<file path="src/rtl/pc_select_unit_pkg.sv">
// pc_select_unit_pkg: shared defaults and FSM state type for the PC select unit
//
// Contents:
//   XLEN_DEF      default PC / address width in bits
//   INC_DEF       default sequential PC increment in bytes
//   RESET_VEC_DEF default PC loaded on reset
//   state_t       fetch PC FSM states {BOOT, RUN, PEND}
package pc_select_unit_pkg;

    localparam int          XLEN_DEF      = 32;
    localparam int          INC_DEF       = 4;
    localparam logic [31:0] RESET_VEC_DEF = 32'h0000_0000;

    typedef enum logic [1:0] {
        BOOT = 2'd0,
        RUN  = 2'd1,
        PEND = 2'd2
    } state_t;

    // Width of a binary index able to address n items (at least one bit).
    function automatic int idx_w(input int n);
        return (n > 1) ? $clog2(n) : 1;
    endfunction

endpackage

</file>
<file path="src/rtl/pc_select_unit_prio_arb.sv">
// prio_arb: fixed-priority one-hot arbiter, lowest request index wins
//
// Ports:
//   req    in  NSRC  request vector
//   gnt    out NSRC  one-hot grant (all zero when no request)
//   idx    out IW    binary index of the granted request (0 when none)
//   any    out 1     at least one request is present
module prio_arb
    import pc_select_unit_pkg::*;
#(
    parameter int NSRC = 4,
    parameter int IW   = idx_w(NSRC)
) (
    input  logic [NSRC-1:0] req,
    output logic [NSRC-1:0] gnt,
    output logic [IW-1:0]   idx,
    output logic            any
);

    // Scan from the lowest priority upwards so the last hit (lowest index) wins.
    always_comb begin
        gnt = '0;
        idx = '0;
        for (int i = NSRC - 1; i >= 0; i--) begin
            if (req[i]) begin
                gnt    = '0;
                gnt[i] = 1'b1;
                idx    = IW'(i);
            end
        end
    end

    assign any = |req;

endmodule

</file>
<file path="src/rtl/pc_select_unit.sv">
// pc_select_unit: registered fetch PC with prioritised redirects, stall hold and a pending-redirect buffer
//
// Ports:
//   clk            in  1          rising-edge clock
//   rst_n          in  1          asynchronous active-low reset
//   stall          in  1          hold PC this cycle
//   redir_valid    in  NSRC       per-source redirect request (index 0 = highest priority)
//   redir_addr     in  NSRC*XLEN  packed targets, source i at [i*XLEN +: XLEN]
//   redir_ack      out NSRC       one-hot combinational grant, same cycle as acceptance
//   pc             out XLEN       current fetch address
//   pc_valid       out 1          PC is valid for fetch
//   redir_pending  out 1          a redirect is buffered awaiting stall release
//   misalign       out 1          one-cycle pulse after accepting a target with addr[1:0] != 0
module pc_select_unit
    import pc_select_unit_pkg::*;
#(
    parameter int             XLEN      = XLEN_DEF,
    parameter int             NSRC      = 4,
    parameter logic [XLEN-1:0] RESET_VEC = XLEN'(RESET_VEC_DEF),
    parameter int             INC       = INC_DEF
) (
    input  logic                 clk,
    input  logic                 rst_n,
    input  logic                 stall,
    input  logic [NSRC-1:0]      redir_valid,
    input  logic [NSRC*XLEN-1:0] redir_addr,
    output logic [NSRC-1:0]      redir_ack,
    output logic [XLEN-1:0]      pc,
    output logic                 pc_valid,
    output logic                 redir_pending,
    output logic                 misalign
);

    localparam int IW = idx_w(NSRC);

    state_t          state_q, state_d;
    logic [XLEN-1:0] pc_q, pc_d;
    logic            pc_valid_q, pc_valid_d;
    logic [XLEN-1:0] pend_addr_q, pend_addr_d;
    logic [IW-1:0]   pend_idx_q, pend_idx_d;
    logic            misalign_q, misalign_d;

    logic [NSRC-1:0] gnt;
    logic [IW-1:0]   gnt_idx;
    logic            gnt_any;
    logic            accept;
    logic [XLEN-1:0] tgt;
    logic [XLEN-1:0] tgt_aligned;

    prio_arb #(
        .NSRC (NSRC),
        .IW   (IW)
    ) u_arb (
        .req (redir_valid),
        .gnt (gnt),
        .idx (gnt_idx),
        .any (gnt_any)
    );

    assign tgt         = redir_addr[int'(gnt_idx) * XLEN +: XLEN];
    assign tgt_aligned = {tgt[XLEN-1:2], 2'b00};

    // While a redirect is buffered, only a source of equal or higher priority
    // than the buffered one may replace it; lower-priority sources wait unacked.
    always_comb begin
        state_d     = state_q;
        pc_d        = pc_q;
        pc_valid_d  = pc_valid_q;
        pend_addr_d = pend_addr_q;
        pend_idx_d  = pend_idx_q;
        accept      = 1'b0;
        case (state_q)
            BOOT: begin
                state_d    = RUN;
                pc_valid_d = 1'b1;
            end
            RUN: begin
                accept = gnt_any;
                if (accept && stall) begin
                    pend_addr_d = tgt_aligned;
                    pend_idx_d  = gnt_idx;
                    state_d     = PEND;
                end else if (accept) begin
                    pc_d = tgt_aligned;
                end else if (!stall) begin
                    pc_d = pc_q + XLEN'(INC);
                end
            end
            PEND: begin
                accept = gnt_any && (gnt_idx <= pend_idx_q);
                if (stall && accept) begin
                    pend_addr_d = tgt_aligned;
                    pend_idx_d  = gnt_idx;
                end else if (!stall) begin
                    pc_d    = accept ? tgt_aligned : pend_addr_q;
                    state_d = RUN;
                end
            end
            default: state_d = BOOT;
        endcase
        misalign_d = accept && (tgt[1:0] != 2'b00);
    end

    always_ff @(posedge clk or negedge rst_n) begin
        if (!rst_n) begin
            state_q     <= BOOT;
            pc_q        <= RESET_VEC;
            pc_valid_q  <= 1'b0;
            pend_addr_q <= '0;
            pend_idx_q  <= '0;
            misalign_q  <= 1'b0;
        end else begin
            state_q     <= state_d;
            pc_q        <= pc_d;
            pc_valid_q  <= pc_valid_d;
            pend_addr_q <= pend_addr_d;
            pend_idx_q  <= pend_idx_d;
            misalign_q  <= misalign_d;
        end
    end

    assign redir_ack     = accept ? gnt : '0;
    assign pc            = pc_q;
    assign pc_valid      = pc_valid_q;
    assign redir_pending = (state_q == PEND);
    assign misalign      = misalign_q;

endmodule

</file>
<file path="config.mk">
export PLATFORM = sky130hd
export DESIGN_NAME = pc_select_unit
export DESIGN_NICKNAME = d
export VERILOG_FILES = /design/src/rtl/pc_select_unit_pkg.sv /design/src/rtl/pc_select_unit_prio_arb.sv /design/src/rtl/pc_select_unit.sv
export SDC_FILE = /design/constraint.sdc
export NUM_CORES = 1
export LEC_CHECK = 0
export ABC_AREA = 1
export ABC_CLOCK_PERIOD_IN_PS = 2940
export BUFFER_PORTS_ARGS = -buffer_cell sky130_fd_sc_hd__buf_2
export CAP_MARGIN = 25
export CELL_PAD_IN_SITES_DETAIL_PLACEMENT = 1
export CELL_PAD_IN_SITES_GLOBAL_PLACEMENT = 2
export CORE_MARGIN = 3
export CORE_UTILIZATION = 28
export DETAILED_ROUTE_END_ITERATION = 7
export PLACE_DENSITY_LB_ADDON = 0.1
export SLEW_MARGIN = 20
export SYNTH_ARGS = -nofsm -noshare
export SYNTH_HDL_FRONTEND = slang
export SYNTH_SLANG_ARGS = --single-unit
</file>
<file path="constraint.sdc">
create_clock -name clk -period 2.94 [get_ports clk]
set_input_delay 0.294 -clock clk [delete_from_list [all_inputs] [get_ports clk]]
set_output_delay 0.294 -clock clk [all_outputs]
set_load 0.01 [all_outputs]
</file>
==> flow_summary.ini <==
[floorplan]
num_io_pins = 174
site_rows = 52
floorplan.initialDensity = 0.289
standard_cell_core_area_sq_mm = 0.0205
die_h_um = 151
total_die_area_sq_mm = 0.0229
die_w_um = 151

[logic_synthesis]
synthCells = 1036
post_synth_main_area_contributors = sky130_fd_sc_hd__dfrtp_1, sky130_fd_sc_hd__nand2_1, sky130_fd_sc_hd__nand3_1, sky130_fd_sc_hd__inv_1, sky130_fd_sc_hd__a21oi_1
yosysMostFrequentCell = sky130_fd_sc_hd__nand2_1
asyncSetResetFlopFracSynth = 1.00
synth_warnings = 0
synth-edff-count = 0
mappedNetlistArea_sq_mm = 0.00592
synthDominantAreaCellType = sky130_fd_sc_hd__dfrtp_1
netlist.area_leader.share = 0.279
seq_area_frac_synth = 0.279
ys.flop_type = sky130_fd_sc_hd__dfrtp_1
ys_ff_latch = 66
synth.lib_cells_used.distinct = 31
avgSynthCellArea_sq_um = 5.71
synth.top_cells.by_count = sky130_fd_sc_hd__nand2_1, sky130_fd_sc_hd__inv_1, sky130_fd_sc_hd__nand3_1, sky130_fd_sc_hd__nor2_1, sky130_fd_sc_hd__a21oi_1

[setup_path]
reg2regPathDepth = 12
cells_along_the_critical_path = inv_1 > ha_1 > inv_1 > nor2_1 > o21ai_2 > nand2_1 > o21ai_0 > nand2_1 > nor3_1 > buf_2
timing.setup.critical_path_class = flip-flop to output port
critical_path.slowest_cell = sky130_fd_sc_hd__dfrtp_1
setup.worst_path.end_class = output port
timing.rr.end = pc[31]$_DFFE_PN0P_
worst_path_largest_cell_delay_ns = 0.35
crit_fanout = 5
worstPathArrival_ns = 2.13
rr_startpoint = pend_idx_q[1]$_DFFE_PN0P_
rrSetupSlack_ns = 0.79
worst_ep_required_time_ns = 2.65
worstSetupStartpointType = flip-flop

[timing]
least_margin_pin_slew_ns = 0.916
worst_hold_margin_ns = 0.0940
finalHoldViolations = 0
layout_min_cycle_time_ns = 2.43
finalWorstSetupSlack_ns = 0.513
skew_ns = 0.00959
final.period_utilization = 0.826
finalMaxSlewViolations = 0
setup_total_negative_slack_ns = 0
maxClockFrequency_mhz = 412
final_setup_violating_endpoints = 0
setup_repair_after_global_routing_missed_its_margin = false
max_slew_margin = 0.390

[placed_design]
buffer_ports.inserted = 171
dpl.cell_count = 1442
placedInstanceArea_sq_mm = 0.00700
post-place-ws_ns = 0.485
gpl.final_weighted_congestion = 0.805
place_hpwl_um = 17200

[drt]
drt_drc_violations_left = 0
via_count = 6912
viasPerCell = 4.74
avgRoutedWirePerCell_um = 15.3
drt.antenna.violating_nets = 0
detailedRoute.firstIterationViolations = 200
drtPass1Iterations = 4
drt-total-wl_um = 22300

[clocking]
cts.sinks = 66
cts_htree_levels = 3
post_cts_buffers = 0
tritoncts = done
cts.clk_slew.worst_paths_ns = 0.06
ctsHoldBuffers = 0
clock_latency_ns = 0.34
number_of_buffers_created_by_cts = 9
cts_resized = 0
cts.root.buffer_cell = sky130_fd_sc_hd__clkbuf_16
cts-root-to-sink-buffers = 2

[finish]
finish.instance_area_sq_mm = 0.00731
layout-drive-gt1-share = 0.186
num_antenna_cells = 0
syn2layout_area_growth_pct = 23.6
finish.net_count = 1324
final-instance-count-excl-fill = 1458
post-route-util = 0.357

[power]
post-layout-total-power_mw = 5.93
cellLeakagePower_nw = 4.20
ir_drop_uv = 575
power_per_cell_area_mw_per_mm2 = 811

[status]
outcome = completed

[global_routing]
grt_util_all_layers = 0.198
initial_antenna_violation_count = 1
gr_ovfl_total = 0
grt_max_degree = 65
first_global_vias = 6971
first_pass_grt_wire_length_um = 35900

[min_path]
worst_hold_path_type = input port to asynchronous set/reset pin

[run]
max_cap_violations = 0
report_power, final:
part           switching (mW)  total (mW)  internal (mW)
Combinational            1.96        3.03           1.07
Sequential              0.436        1.78           1.34
Clock                   0.422        1.12          0.702
Total                    2.82        5.93           3.11
layer usage:
| layer | wire length (um) | vias to the layer above | share of wire | track usage |
|---|---|---|---|---|
| met2 | 10100 | 119 | 0.46 | 0.325 |
| li1 | - | 3507 | - | - |
| met1 | 10800 | 3271 | 0.48 | 0.272 |
| met5 | 7 | - | 0.00031 | 0 |
| met3 | 1180 | 13 | 0.053 | 0.0434 |
| met4 | 146 | 2 | 0.0066 | 0.0299 |
cell type report:
class | instances | area (sq um)
clock buffers | 12 | 256
clock inverters | 4 | 50.0
fillers | 2830 | 13200
inverters | 177 | 664
multi-input cells | 742 | 3340
flip-flops and latches | 66 | 1650
well taps | 270 | 338
repair buffers | 187 | 1010
placed cells by master (no fill, tap or decap), types with 9 or more instances in the layout:
cell type                     n
sky130_fd_sc_hd__nor2_1      99
sky130_fd_sc_hd__o21ai_0     19
sky130_fd_sc_hd__o21ai_1     13
sky130_fd_sc_hd__inv_1      173
sky130_fd_sc_hd__clkbuf_16    9
sky130_fd_sc_hd__buf_4       13
sky130_fd_sc_hd__nand2_1    312
sky130_fd_sc_hd__nand3_1    165
sky130_fd_sc_hd__buf_2      171
sky130_fd_sc_hd__a21oi_1     91
sky130_fd_sc_hd__dfrtp_1     66
worst max-delay path, delay by kind of cell (launching register included):
family	cells	cell delay, ns
AND/OR/NAND/NOR	4	0.50
buffers and inverters	3	0.27
AO/OA/AOI/OAI	2	0.38
adder cells (fa/ha/maj)	1	0.30
flip-flops	1	0.35
sequential cells by signal, indices dropped and copies added (netlist names):
name	cells
misalign	1
pc	30
pc_valid	1
pend_addr_q	30
pend_idx_q	2
state_q	2
logic make-up after synthesis:
kind of cell,count (synthesis),synth area share
XOR/XNOR,5,0.00740
flip-flops,66,0.279
AND/OR/NAND/NOR,599,0.427
AO/OA/AOI/OAI,130,0.115
buffers and inverters,229,0.158
adder cells (fa/ha/maj),6,0.0127
other,1,0.000634
worst max path at each step:
stage	cells past startpoint	startpoint	endpoint
finish	10	pend_idx_q[1]$_DFFE_PN0P_	redir_ack[2]
global route	10	pend_idx_q[1]$_DFFE_PN0P_	redir_ack[3]
CTS	10	pend_idx_q[1]$_DFFE_PN0P_	redir_ack[2]
detailed placement	15	redir_valid[0]	pc[31]$_DFFE_PN0P_
global placement	15	redir_valid[0]	pc[31]$_DFFE_PN0P_
floorplan	13	redir_valid[0]	redir_ack[2]
(Power assumes the default switching activity.)
